**config.mk**
```make
export PLATFORM = sky130hd
export DESIGN_NAME = perf_counter_bank
export DESIGN_NICKNAME = d
export VERILOG_FILES = /design/src/rtl/perf_pkg.sv /design/src/rtl/perf_counter_cell.sv /design/src/rtl/perf_counter_bank.sv
export SDC_FILE = /design/constraint.sdc
export NUM_CORES = 1
export LEC_CHECK = 0
export ABC_AREA = 0
export CAP_MARGIN = 20
export CORE_ASPECT_RATIO = 1.75
export CORE_MARGIN = 1.5
export CORE_UTILIZATION = 25
export DETAILED_ROUTE_END_ITERATION = 10
export PLACE_DENSITY = 0.38
export SYNTH_ARGS = -nofsm -noshare
export SYNTH_HDL_FRONTEND = slang
export SYNTH_SLANG_ARGS = --single-unit
export TNS_END_PERCENT = 20
```
**constraint.sdc**
```tcl
create_clock -name clk -period 2.5 [get_ports clk]
set_clock_uncertainty 0.15 [all_clocks]
set_input_delay 0.625 -clock clk [delete_from_list [all_inputs] [get_ports clk]]
set_output_delay 0.625 -clock clk [all_outputs]
set_load 0.02 [all_outputs]
```
**src/rtl/perf_pkg.sv**
```systemverilog
// Shared types and helpers for the performance counter bank.
package perf_pkg;

  // Run-control states: counting is enabled only in ST_RUN.
  typedef enum logic {
    ST_RUN  = 1'b0,
    ST_HALT = 1'b1
  } state_t;

  // All-ones value of a w-bit counter (w up to 64), used as the overflow cap.
  function automatic logic [63:0] cap_value(input int w);
    return (w >= 64) ? {64{1'b1}} : ((64'd1 << w) - 64'd1);
  endfunction

  // Width of the channel select; a single channel still needs one bit.
  function automatic int sel_width(input int n);
    return (n <= 1) ? 1 : $clog2(n);
  endfunction

endpackage

```
**src/rtl/perf_counter_cell.sv**
```systemverilog
// One event counter with its sticky overflow flag and snapshot shadow.
module perf_counter_cell
  import perf_pkg::*;
#(
  parameter int WIDTH    = 32,
  parameter int SATURATE = 0
) (
  input  logic             clk,
  input  logic             clr,
  input  logic             inc,
  input  logic             clr_ch,
  input  logic             snap,
  output logic [WIDTH-1:0] cnt,
  output logic [WIDTH-1:0] shadow,
  output logic             ovf
);

  localparam logic [WIDTH-1:0] CAP = WIDTH'(cap_value(WIDTH));

  // Counter, overflow and shadow update. The shadow samples the pre-edge
  // count, so a same-cycle increment or clear never leaks into it.
  always_ff @(posedge clk) begin
    if (clr) begin
      cnt    <= '0;
      shadow <= '0;
      ovf    <= 1'b0;
    end else begin
      if (snap) begin
        shadow <= cnt;
      end
      if (clr_ch) begin
        cnt <= '0;
        ovf <= 1'b0;
      end else if (inc) begin
        if (cnt == CAP) begin
          ovf <= 1'b1;
          cnt <= (SATURATE != 0) ? CAP : '0;
        end else begin
          cnt <= cnt + 1'b1;
        end
      end
    end
  end

endmodule

```
**src/rtl/perf_counter_bank.sv**
```systemverilog
// Run-control FSM (syscall halt / go resume) plus NUM_CH event counters
// with a registered read port.
module perf_counter_bank
  import perf_pkg::*;
#(
  parameter int NUM_CH   = 4,
  parameter int WIDTH    = 32,
  parameter int SATURATE = 0,
  parameter int SEL_W    = sel_width(NUM_CH)
) (
  input  logic              clk,
  input  logic              clr,
  input  logic              halt_i,
  input  logic              go,
  input  logic [NUM_CH-1:0] event_i,
  input  logic [NUM_CH-1:0] clr_ch_i,
  input  logic              snap_i,
  input  logic [SEL_W-1:0]  rd_sel,
  input  logic              rd_shadow,
  output logic [WIDTH-1:0]  rd_data,
  output logic [NUM_CH-1:0] ovf_o,
  output logic              run_o
);

  state_t           state_q;
  state_t           state_d;
  logic             go_q;
  logic             go_rise;
  logic [WIDTH-1:0] cnt_arr    [NUM_CH];
  logic [WIDTH-1:0] shadow_arr [NUM_CH];
  logic [WIDTH-1:0] sel_val;

  assign go_rise = go & ~go_q;
  // run_o decodes the state register only; halt_i has no direct path to it.
  assign run_o   = (state_q == ST_RUN);

  // State register and go edge-detect flop.
  always_ff @(posedge clk) begin
    if (clr) begin
      state_q <= ST_RUN;
      go_q    <= 1'b0;
    end else begin
      state_q <= state_d;
      go_q    <= go;
    end
  end

  // Next state: halt beats a simultaneous go edge; halt_i is ignored in HALT.
  always_comb begin
    state_d = state_q;
    case (state_q)
      ST_RUN:  if (halt_i)  state_d = ST_HALT;
      ST_HALT: if (go_rise) state_d = ST_RUN;
      default: state_d = ST_RUN;
    endcase
  end

  // One counter cell per channel; events only count while running.
  for (genvar g = 0; g < NUM_CH; g++) begin : g_cell
    perf_counter_cell #(
      .WIDTH    (WIDTH),
      .SATURATE (SATURATE)
    ) u_cell (
      .clk    (clk),
      .clr    (clr),
      .inc    (event_i[g] & run_o),
      .clr_ch (clr_ch_i[g]),
      .snap   (snap_i),
      .cnt    (cnt_arr[g]),
      .shadow (shadow_arr[g]),
      .ovf    (ovf_o[g])
    );
  end

  // Read select; an out-of-range channel matches nothing and reads zero.
  always_comb begin
    sel_val = '0;
    for (int i = 0; i < NUM_CH; i++) begin
      if (rd_sel == SEL_W'(i)) begin
        sel_val = rd_shadow ? shadow_arr[i] : cnt_arr[i];
      end
    end
  end

  // Registered read port, one cycle behind the select.
  always_ff @(posedge clk) begin
    if (clr) rd_data <= '0;
    else     rd_data <= sel_val;
  end

endmodule

```
==> results of run 1 <==
## flip-flops by register name, summed over array words and instances (netlist names)
name / flops
g_cell.u_cell.cnt: 128
rd_data: 32
state_q: 1
g_cell.u_cell.ovf: 4
g_cell.u_cell.shadow: 128
go_q: 1
## cell families (layout without fill, tap and decap cells)
family                     Yosys count  in the layout  share of synthesized area, %
buffers and inverters              100            249                          3.51
xor gates and xnor gates           117            117                          7.69
AOI/OAI and AO/OA                   25             25                          1.38
DFF                                294            294                          44.2
and+or+nand+nor                    547            547                          19.6
adders and majority gates            4              4                         0.376
muxes                              230            230                          23.2
## per-layer routing
layer / track usage [%] / routed length [um]
met5: 0 / 0
met4: 5.08 / 1160
met3: 1.45 / 852
met2: 27.7 / 21000
met1: 16.8 / 16100
## where the power goes
group | leakage (nW) | switching (mW) | total [mW] | internal [mW]
logic | 3.34 | 0.267 | 0.465 | 0.198
clock network | 0.479 | 1.93 | 4.48 | 2.54
registers | 2.37 | 0.00892 | 4.70 | 4.69
total | 6.19 | 2.21 | 9.64 | 7.43
## worst max-delay path by stage
stage,startpoint,slack [ns],depth (start not counted),end
floorplan,rd_sel[0],0.20,5,rd_data[4]$_SDFF_PP0_
global placement,event_i[0],-0.37,7,g_cell[0].u_cell.cnt[22]$_SDFFE_PP0P_
detailed placement,event_i[0],-0.38,7,g_cell[0].u_cell.cnt[22]$_SDFFE_PP0P_
CTS,g_cell[1].u_cell.ovf$_SDFFE_PP0P_,0.07,1,ovf_o[1]
global route,state_q$_SDFF_PP0_,0.06,3,run_o
finish,g_cell[1].u_cell.ovf$_SDFFE_PP0P_,0.12,1,ovf_o[1]
## layout by cell type, fill, tap and decap left out, drive strengths merged, types with 2 or more instances in the layout
master         netlist  final
or3                  3      3
a21oi                4      4
o21ai                7      7
inv                 17     17
and4                17     17
or2b                 2      2
nor2               302    302
clkdlybuf4s50        0     46
clkinv               0      7
nand4               46     46
xor2                65     65
ha                   4      4
and3                16     16
nor3                33     33
a311o                2      2
or4                  2      2
mux2i              166    166
and4b                2      2
o21a                 3      3
or2                  2      2
nand3               46     46
buf                 39    135
and2                 6      6
nor4                14     14
dfxtp              294    294
nand2               45     45
nor3b                2      2
nor2b                4      4
nand4b               3      3
mux4                63     63
xnor2               52     52
clkbuf              43     42
## synth_stat cells, types with 2 or more instances
master	n	area share, %
dfxtp_1	294	44
nand4_1	44	2.1
inv_1	17	0.48
nor4_2	3	0.28
buf_1	8	0.23
clkbuf_1	41	1.2
nand3_1	46	1.7
nor3_1	33	1.2
o21ai_0	4	0.15
or2_2	2	0.094
nand4b_1	3	0.20
nor4_1	9	0.42
nand2_1	45	1.3
and4_1	17	1.1
buf_4	6	0.34
nand4_4	2	0.32
mux4_2	62	10
a311o_1	2	0.15
ha_1	4	0.38
and3_1	15	0.70
nor2b_1	4	0.19
xor2_1	65	4.3
buf_6	2	0.17
and4b_1	2	0.15
or3_1	3	0.14
clkbuf_8	2	0.21
buf_2	23	0.86
and2_1	5	0.23
mux2i_1	166	12
o21a_1	3	0.17
xnor2_1	52	3.4
nor2_1	302	8.5
nor4_4	2	0.32
a21oi_1	4	0.15
## per-stage QoR
| step | utilization [%] | area, um2 |
|---|---|---|
| 2_1_floorplan | - | 13300 |
| 3_3_place_gp | 29.5 | 15500 |
| 3_5_place_dp | 29.5 | 15500 |
| 4_1_cts | 31.3 | 16400 |
| 5_1_grt | 31.3 | 16400 |
| 6_report | 31.3 | 16400 |
## final cells by class
| class | count | share of cell area [%] |
|---|---|---|
| Clock buffer | 42 | 5.40 |
| Clock inverter | 8 | 0.396 |
| Inverter | 17 | 0.389 |
| Multi-Input combinational cell | 923 | 42.5 |
| Sequential cell | 294 | 35.9 |
| Tap cell | 678 | 5.17 |
| Timing Repair Buffer | 182 | 10.3 |
==> impl_metrics.yaml, run 1 <==
clocking:
  cts_buffers: 30
  hold_buffers: 0
  post_cts_buffers: 0
  cts.sinks: 294
  h-tree-depth: 1
  cts_resized: 1
  cts.path.max_buffers: 3
  worstSkewPairLatency_ns: 0.57
  clk_pin_slew_ns: 0.06
  cts_tree: "yes"
  root_buffer: "clkbuf_16"
route:
  drtIter0Drc: 369
  drc: 0
  drtAntennaViolNets: 0
  wl_per_cell_um: 18.2
  avgViaCountPerCell: 4.55
  drtPass1Iterations: 4
  via_count: 9762
  routed_wl_mm: 39.0
final_layout:
  final_cells: 2144
  fill_cells: 5430
  multi_input_area_um2: 6980
  drive_above_1_share_pct: 17.9
  seqCellArea_um2: 5890
  diodes: 0
  fin_nets: 1468
  area_growth_pct: 23.2
floorplanning:
  start_util_pct: 25.4
  die_area_um2: 54700
  io_pins: 53
  dieHeight_um: 308
  die_x_um: 178
  rows: 111
  core-area_um2: 52500
critical_path:
  critPathCaptureType: "output pin"
  arrival_ns: 1.61
  timing.rr.start: "g_cell[3].u_cell.cnt[12]$_SDFFE_PP0P_"
  cp_max_fo: 2
  path_cells: "clkdlybuf4s50_1"
  rr_endpoint: "g_cell[3].u_cell.cnt[14]$_SDFFE_PP0P_"
  worst-setup-path-type: "register to output pin"
  cp.buffers_inverters: 1
  critPathLaunchType: "register"
  cp_data_required_time_ns: 1.73
  reg2reg_slack_ns: 0.25
  critPathMaxStageDelay_ns: 0.64
  cp_top_family: "buffers and inverters"
  critPathSlowestCell: "clkdlybuf4s50_1"
  worstRegToRegCells: 6
global_route:
  grt_max_degree: 43
  antenna_found_initial: 0
  grt_overflow_total: 0
  grtUsageTotal_pct: 14.7
  grt_pass1_wl_mm: 61.0
  first_global_vias: 10200
logic_synthesis:
  ys_warn_count: 0
  synth.ff_latch_count: 294
  syn_inst: 1317
  syn_area_um2: 13300
  synth_flop_cell: "dfxtp_1"
  syn_area_per_cell_um2: 10.1
  synth-edff-count: 0
  ys_seq_area_share_pct: 44.2
  netlist-cell-type-count: 59
  async_flop_share_pct: 0
  synth_fp_nets: 1337
sta:
  post-route-period-util_pct: 95.4
  grt_setup_unrepaired: "no"
  finalSetupViolCount: 0
  fin_crit_ns: 2.38
  finalHoldWorstSlack_ns: 0.217
  clock.fmax_mhz: 419
  report.final.hold_viol_count: 0
  setup_tns_ns: 0
  slew_viol_final: 0
  fin_ws_ns: 0.115
  max_slew_margin_pct: 71.8
  worst-slew-pin-transition_ns: 0.422
worst_hold_path:
  hold_start: "clr"
  min_path_cells: 2
  hold_end: "rd_data[6]$_SDFF_PP0_"
  worstHoldPathType: "input port to register"
run:
  maxCapViolCount: 0
placed_design:
  dpl.cell_count: 2094
  place_ws_ns: -0.377
  port_buffers: 52
  place.gp.congestion: 0.783
  hpwl_mm: 29.0
power:
  p_leak_nw: 6.19
  total_power_mw: 9.64
  pwr_density_cell_nw_per_um2: 587
  peakVddDrop_v: 0.000602
status:
  status: "complete, no violations"
Power figures use the tool's default switching activity.
==> inputs of run 2 (changes only) <==
- ABC_AREA: 0 -> not set
- CELL_PAD_IN_SITES_DETAIL_PLACEMENT: not set -> 2
- CELL_PAD_IN_SITES_GLOBAL_PLACEMENT: not set -> 2
- PLACE_DENSITY: 0.38 -> 0.52
- SLEW_MARGIN: not set -> 0
==> run 2 against run 1 <==
Total power increased by 5.9%. Combinational power hardly changed. Core utilization increased by 0.22 points. Wire length is 13% higher. Final cell count grew 0.42%. Critical endpoint is now g_cell[0].u_cell.cnt[28]$_SDFFE_PP0P_. Flip-flop and latch count unchanged. First-iteration DRC count fell by 30%. Sequential share of layout area shrank 0.25 points. Worst hold slack improved by 0.056 ns. Global-route usage up 1.9 points. Non-clock buffer count stayed put. Die area did not move.
==> impl_metrics.yaml, run 2 (synthesized netlist as in run 1, its figures left out) <==
status:
  status: "complete, no violations"
floorplanning:
  dieHeight_um: 308
  die_area_um2: 54700
  start_util_pct: 25.4
  rows: 111
  io_pins: 53
  die_x_um: 178
  core-area_um2: 52500
final_layout:
  design_area_um2: 16500
  final_util_pct: 31.5
  area_growth_pct: 24.1
  final_cell_mix: "nor2_1, dfxtp_1, mux2i_1, buf_4, xor2_1"
  fin_nets: 1472
  final_cells: 2153
  drive_above_1_share_pct: 18.0
  diodes: 0
  reg_top3: "g_cell.u_cell.cnt x128, g_cell.u_cell.shadow x128, rd_data x32"
  final_common_cell: "nor2_1"
clocking:
  post_cts_buffers: 0
  cts_buffers: 34
  worstSkewPairLatency_ns: 0.52
  cts_tree: "yes"
  cts.path.max_buffers: 3
  clk_pin_slew_ns: 0.06
  root_buffer: "clkbuf_16"
  h-tree-depth: 2
  cts.sinks: 294
placed_design:
  place.gp.congestion: 0.770
  hpwl_mm: 33.2
  dpl.cell_count: 2094
  place_ws_ns: -0.360
  port_buffers: 52
  place_area_um2: 15400
critical_path:
  cp_data_required_time_ns: 2.75
  critPathLaunchType: "input port"
  arrival_ns: 2.56
  cp_max_fo: 4
  critPathCaptureType: "register"
  worst-setup-path-type: "input port to register"
sta:
  finalSetupViolCount: 0
  worst-slew-pin-transition_ns: 0.676
  post-route-period-util_pct: 92.4
  fin_ws_ns: 0.190
  clock.fmax_mhz: 433
  setup_tns_ns: 0
  report.final.hold_viol_count: 0
  fin_crit_ns: 2.31
  max_slew_margin_pct: 54.9
  slew_viol_final: 0
  grt_setup_unrepaired: "no"
global_route:
  grtUsageTotal_pct: 16.6
  busiest_layer: "met2"
  grt_use_met3_pct: 1.68
  grt_max_degree: 67
  grtUsageMet1_pct: 17.9
  grt_use_met2_pct: 32.8
  grt_overflow_total: 0
  first_global_vias: 11400
  antenna_found_initial: 0
  grt_pass1_wl_mm: 68.4
run:
  maxCapViolCount: 0
route:
  drtAntennaViolNets: 0
  drc: 0
  drtPass1Iterations: 6
  via_count: 10200
  wl_per_cell_um: 20.5
  routed_wl_mm: 44.1
  drtIter0Drc: 257
  avgViaCountPerCell: 4.76
power:
  peakVddDrop_v: 0.000307
  pwr_density_cell_nw_per_um2: 617
  p_leak_nw: 6.24
worst_hold_path:
  worstHoldPathType: "input port to register"
## run 2: cell types whose count changed in the layout (fill, tap and decap cells not counted), sizes merged
cell / previous run / this run
clkinv: 7 / 4
clkbuf: 42 / 54
## run 2: layout make-up
type                       count  area, um2
clock buffer                  54       1050
clock inverter                 5       50.0
fill                        5757      36000
inverter                      17       63.8
multi-input combinational    923       6980
sequential                   294       5890
tap                          678        848
timing repair buffer         182       1650
## run 2: path summary, 6_finish.rpt
path	start	end	slack [ns]	depth (start not counted)
hold / removal	clr	go_q$_SDFF_PP0_	0.27	2
setup reg to reg	g_cell[0].u_cell.cnt[11]$_SDFFE_PP0P_	g_cell[0].u_cell.cnt[27]$_SDFFE_PP0P_	0.24	6
setup / recovery	event_i[0]	g_cell[0].u_cell.cnt[28]$_SDFFE_PP0P_	0.19	6
hold reg to reg	go_q$_SDFF_PP0_	state_q$_SDFF_PP0_	0.31	2
## run 2: through the flow
step / hold slack, ns / power, mW
floorplan: 0.282 / 5.10
global placement: 0.296 / 5.29
detailed placement: 0.313 / 5.29
CTS: 0.253 / 10.4
global route: 0.267 / 10.6
finish: 0.274 / 10.2
## run 2: timing repair
item                                    in CTS  in global routing
hold buffers                                 0                  0
hold endpoints to repair                     0                  0
gates resized for setup                      2                  0
endpoints found under the setup margin       1                  0
## run 2: layer usage
layer | up-vias | wire [um] | part of all wire, %
li1 | 4853 | - | -
met1 | 5226 | 17100 | 39
met2 | 106 | 24800 | 56
met3 | 55 | 1060 | 2.4
met4 | 0 | 1240 | 2.8
met5 | - | 0 | 0
## run 2: power by group
group,leakage [nW],switching (mW),total (mW),internal [mW]
logic,3.33,0.276,0.468,0.192
clock network,0.542,2.06,5.04,2.98
registers,2.37,0.00815,4.70,4.69
total,6.24,2.34,10.2,7.86
## run 2: worst max-delay path, stage by stage
cell             delay [ns]
clkdlybuf4s50_1        0.48
or2b_1                 0.29
or4_4                  0.58
nor4_1                 0.36
xnor2_1                0.16
nor2_1                 0.06
==> inputs of run 3 (changes only) <==
--- a/config.mk
+++ b/config.mk
@@ -6,4 +6,5 @@
 export NUM_CORES = 1
 export LEC_CHECK = 0
+export ABC_AREA = 1
 export CAP_MARGIN = 20
 export CELL_PAD_IN_SITES_DETAIL_PLACEMENT = 2
@@ -13,5 +14,5 @@
 export CORE_UTILIZATION = 25
 export DETAILED_ROUTE_END_ITERATION = 10
-export PLACE_DENSITY = 0.52
+export PLACE_DENSITY = 0.58
 export SLEW_MARGIN = 0
 export SYNTH_ARGS = -nofsm -noshare
--- a/constraint.sdc
+++ b/constraint.sdc
@@ -3,3 +3,3 @@
 set_input_delay 0.625 -clock clk [delete_from_list [all_inputs] [get_ports clk]]
 set_output_delay 0.625 -clock clk [all_outputs]
-set_load 0.02 [all_outputs]
+set_load 0.1 [all_outputs]
==> run 3 against run 2 <==
Sequential power rose by 4.7%. Wire length up 46%. Total power up 17%. Critical path type unchanged. Combinational power rose by 140%. Worst setup slack got worse by 0.041 ns. Sequential share of layout area down 1.4 points. Via count grew 38%. Largest cell class unchanged. Synthesized cell count grew 57%.
==> impl_metrics.yaml, run 3 <==
logic_synthesis:
  synth-edff-count: 0
  netlist-cell-type-count: 36
  netlist.top_cell.by_area: "dfxtp_1"
  syn_inst: 2071
  synth.ff_latch_count: 294
  syn_area_um2: 14100
  synth_flop_cell: "dfxtp_1"
  yosysMostFrequentCell: "nor2_1"
  ys_seq_area_share_pct: 41.6
  netlist.area_leader.share_pct: 41.6
  async_flop_share_pct: 0
  synthTopCellsByArea: "dfxtp_1, nor2_1, o21ai_0"
  synth_fp_nets: 2091
  syn_area_per_cell_um2: 6.82
  ys_warn_count: 0
  synth_common_cells: "nor2_1, nand2_1, dfxtp_1"
global_route:
  first_global_vias: 15700
  grt_pass1_wl_mm: 96.6
  grt_overflow_total: 0
  grt_max_degree: 130
  antenna_found_initial: 0
  grtUsageTotal_pct: 22.4
clocking:
  hold_buffers: 0
  clk_pin_slew_ns: 0.06
  cts.sinks: 294
  cts_buffers: 35
  cts.path.max_buffers: 3
  post_cts_buffers: 0
  root_buffer: "clkbuf_16"
  cts_resized: 0
  worstSkewPairLatency_ns: 0.55
  cts_tree: "yes"
  h-tree-depth: 2
final_layout:
  final_cell_mix: "nor2_1, nand2_1, dfxtp_1, o21ai_0, a21oi_1"
  fin_nets: 2175
  area_growth_pct: 21.7
  drive_above_1_share_pct: 11.3
  final_cells: 2881
  final_util_pct: 30.7
  final_common_cell: "nor2_1"
  diodes: 0
  reg_top3: "g_cell.u_cell.cnt x128, g_cell.u_cell.shadow x128, rd_data x32"
critical_path:
  arrival_ns: 2.67
  critPathMaxStageDelay_ns: 0.60
  critPathCaptureType: "register"
  cp_data_required_time_ns: 2.82
  cp_top_family: "buffers and inverters"
  critPathLaunchType: "input port"
  worst-setup-path-type: "input port to register"
  path_cells: "clkdlybuf4s50_1 -> nand2_1 -> inv_1 -> buf_4 -> o21ai_0 -> o21ai_0 -> inv_1 -> a31oi_1"
  critPathSlowestCell: "clkdlybuf4s50_1"
  cp_max_fo: 6
  cp.buffers_inverters: 4
floorplanning:
  io_pins: 53
  rows: 115
  start_util_pct: 25.3
  dieHeight_um: 318
  die_x_um: 183
  core-area_um2: 56000
  die_area_um2: 58000
sta:
  finalHoldWorstSlack_ns: 0.258
  clock.fmax_mhz: 425
  max_slew_margin_pct: 50.5
  worst-slew-pin-transition_ns: 0.735
  fin_ws_ns: 0.149
  post-route-period-util_pct: 94.1
  grt_setup_unrepaired: "no"
  slew_viol_final: 0
  fin_crit_ns: 2.35
  report.final.hold_viol_count: 0
  finalSetupViolCount: 0
power:
  p_leak_nw: 6.13
  pwr_density_cell_nw_per_um2: 693
  internal_power_mw: 8.80
  pwr-share-clk_pct: 49.5
  peakVddDrop_v: 0.000355
  total_power_mw: 11.9
  power_frac_comb_pct: 9.2
  p_sw_share_pct: 26.2
  p_sw_mw: 3.13
  seq_power_share_pct: 41.2
route:
  drtAntennaViolNets: 0
  drc: 0
  wl_per_cell_um: 22.4
  avgViaCountPerCell: 4.91
  routed_wl_mm: 64.5
  drtPass1Iterations: 4
  via_count: 14200
  drtIter0Drc: 495
placed_design:
  hpwl_mm: 50.4
  dpl.cell_count: 2820
  place_ws_ns: -0.338
  port_buffers: 52
  place.gp.congestion: 0.833
worst_hold_path:
  worstHoldPathType: "input port to register"
status:
  status: "complete, no violations"
run:
  maxCapViolCount: 0
-- run 3: cell types whose count changed after synthesis, sizes merged, moves of 16 or more --
cell    before  now
xnor2       52    4
and4        17    0
nand3       46   75
nand4       46   19
o21ai        7  269
and3        16    0
nor3        33   15
clkbuf      43   65
mux4        63    0
nand2       45  364
a21oi        4  222
inv         17  189
mux2i      166    0
nor2       302  411
-- run 3: metal layers --
| layer | up-vias | wire length, um | share of wire (%) | GRT usage (%) |
|---|---|---|---|---|
| li1 | 6883 | - | - | - |
| met3 | 131 | 1770 | 2.7 | 2.52 |
| met4 | 0 | 5200 | 8.1 | 16.0 |
| met1 | 6949 | 23500 | 36 | 22.5 |
| met5 | - | 0 | 0 | 0 |
| met2 | 197 | 34100 | 53 | 42.1 |
-- run 3: kinds of logic after synthesis --
logic type | share of synthesized area (%)
AND/OR/NAND/NOR | 26.3
AO/OA/AOI/OAI | 19.8
buffers and inverters | 8.06
adder cells (fa/ha/maj) | 0.354
XOR/XNOR | 3.78
flip-flops | 41.6
-- run 3: stage by stage --
stage	cell area, um2	setup TNS [ns]
5_1_grt	17200	0
3_5_place_dp	15900	-1.69
4_1_cts	17200	0
3_3_place_gp	15900	-1.46
6_report	17200	0
2_1_floorplan	14100	0
-- run 3: layout make-up --
| cell class | instances | area (um2) |
|---|---|---|
| fillers | 6618 | 38800 |
| multi-input cells | 1492 | 7110 |
| flip-flops and latches | 294 | 5890 |
| repair buffers | 143 | 1320 |
| clock buffers | 48 | 1050 |
| well taps | 702 | 878 |
| inverters | 189 | 718 |
| clock inverters | 13 | 249 |
-- run 3: worst paths after layout --
path / slack (ns) / depth (start not counted) / to / from
worst min register to register: 0.31 / 2 / g_cell[3].u_cell.ovf$_SDFFE_PP0P_ / g_cell[3].u_cell.ovf$_SDFFE_PP0P_
worst min-delay path: 0.26 / 2 / g_cell[1].u_cell.shadow[30]$_SDFFE_PP0P_ / snap_i
worst max-delay path: 0.15 / 8 / rd_data[23]$_SDFF_PP0_ / rd_sel[0]
worst max register to register: 0.40 / 8 / g_cell[0].u_cell.cnt[25]$_SDFFE_PP0P_ / g_cell[0].u_cell.cnt[11]$_SDFFE_PP0P_
-- run 3: power groups by stage --
stage	logic, mW	clock network [mW]	registers [mW]
floorplan	0.458	0	5.22
global placement	1.09	0	5.02
detailed placement	1.12	0	5.02
CTS	1.12	6.09	4.92
global route	1.20	6.26	4.93
finish	1.10	5.90	4.92
==> variant (flow settings as in run 1) <==
`WIDTH` is set to 32 in 2 places; all go to 16.
--- a/src/rtl/perf_counter_cell.sv
+++ b/src/rtl/perf_counter_cell.sv
@@ -4,3 +4,3 @@
 #(
-  parameter int WIDTH    = 32,
+  parameter int WIDTH    = 16,
   parameter int SATURATE = 0
--- a/src/rtl/perf_counter_bank.sv
+++ b/src/rtl/perf_counter_bank.sv
@@ -6,3 +6,3 @@
   parameter int NUM_CH   = 4,
-  parameter int WIDTH    = 32,
+  parameter int WIDTH    = 16,
   parameter int SATURATE = 0,
Ports: changed (resized rd_data); port bits go from 53 to 37. No check against the original RTL was run, so the function may have changed too.
==> variant against run 1 <==
  * Sequential cell count shrank 144
  * Global-route usage decreased by 0.25 points
  * Worst setup slack improved by 0.15 ns
  * Synthesized cell count decreased by 49%
  * Cell area decreased by 50%
  * Via count decreased by 48%
  * Area after synthesis is 49% lower
  * Combinational power down 40%
  * Power shrank 46%
  * Wire length down 51%
  * Critical path type unchanged
  * Largest power group is now the clock network
  * Highest routed layer unchanged
==> variant: results (changes against run 1) <==
| Metric | Value |
|---|---|
| Nets | 737 (-50%) |
| Lkg Pwr | 3.00 nW (-52%) |
| Met3 global-route usage | 3.60% (+2.1 points) |
| CP max stage delay | 0.61 ns (-0.03 ns) |
| Syn nets | 697 (-48%) |
| First-pass GRT wire length | 30400 um (-50%) |
| Pin count of the biggest net entering global routing | 41 (-4.7%) |
| Layout cells sized above 1 | 14.9% (-3.0 points) |
| Via-per-instance ratio | 4.79 (+5.2%) |
| Worst slew margin | 61.5% (-10 points) |
| Synth unique cells | 44 (-25%) |
| Reg2Reg Setup Slack | 0.45 ns (+0.20 ns) |
| Post-cts gate resize count | 0 (-1) |
| Outcome | finished clean |
| Clk buf depth | 2 (-1) |
| Power Internal | 4.06 mW (-45%) |
| Routed WL | 19000 um (-51%) |
| RePlAce Congestion | 0.750 (-4.2%) |
| Total CTS buffers | 17 (-43%) |
| Worst-Skew Late Latency | 0.43 ns (-0.14 ns) |
| Initial detailed-routing violation count | 250 (-32%) |
| Post-synthesis sequential area ratio | 44.0% (-0.19 points) |
| Met2 usage | 27.5% (-0.19 points) |
| R2R Path Start | g_cell[2].u_cell.cnt[8] |
| Min-delay src | g_cell[3].u_cell.ovf |
| GR Layer Usage met1 | 15.0% (-1.8 points) |
| WP data arrival | 1.46 ns (-0.15 ns) |
| H-tree depth | 4 (+3) |
| Hold Path Class | flip-flop to flip-flop |
| Met3 WL | 469 um (-45%) |
| Biggest regs | g_cell.u_cell.cnt (64), g_cell.u_cell.shadow (64), rd_data (16) |
==> variant: layout make-up <==
class | count | area (um2)
Timing Repair Buffer | 70 | 676
Inverter | 7 | 26.3
Tap cell | 324 | 405
Fill cell | 2734 | 18400
Multi-Input combinational cell | 471 | 3570
Clock inverter | 9 | 100
Sequential cell | 150 | 3000
Clock buffer | 23 | 478
==> variant: cell families (layout without fill, tap and decap cells) <==
family          count (synthesis)  count (layout)  synth area share (%)
simple gates                  272             272                  19.0
flops                         150             150                  44.0
mux                           115             115                  22.8
buf+inv                        56             109                  3.72
xor+xnor                       53              53                  6.80
compound gates                 27              27                  2.93
fa+ha+maj                       4               4                 0.733
==> variant: worst max-delay path by stage <==
stage / slack, ns / to
6_report: 0.27 / run_o
5_1_grt: 0.18 / run_o
4_1_cts: 0.21 / run_o
3_5_place_dp: 0.04 / g_cell[0].u_cell.cnt[11]
3_3_place_gp: 0.06 / g_cell[0].u_cell.cnt[0]
2_1_floorplan: 0.34 / rd_data[11]
==> variant: stage by stage <==
step | power (mW) | hold slack, ns | setup slack, ns | area, um2 | cells
detailed placement | 2.75 | 0.305 | 0.0355 | 7680 | 1022
finish | 5.24 | 0.312 | 0.269 | 8260 | 1054
floorplan | 2.63 | 0.284 | 0.344 | 6830 | 677
global route | 5.45 | 0.332 | 0.181 | 8260 | 1054
CTS | 5.33 | 0.318 | 0.215 | 8260 | 1054
global placement | 2.74 | 0.294 | 0.0619 | 7680 | 1022
==> variant: power groups by stage <==
stage / Clock [mW] / Combinational, mW / Sequential (mW)
after detailed placement: 0 / 0.284 / 2.46
final: 2.55 / 0.278 / 2.41
after CTS: 2.63 / 0.285 / 2.41
after floorplan: 0 / 0.175 / 2.46
after global placement: 0 / 0.282 / 2.46
after global routing: 2.74 / 0.301 / 2.41
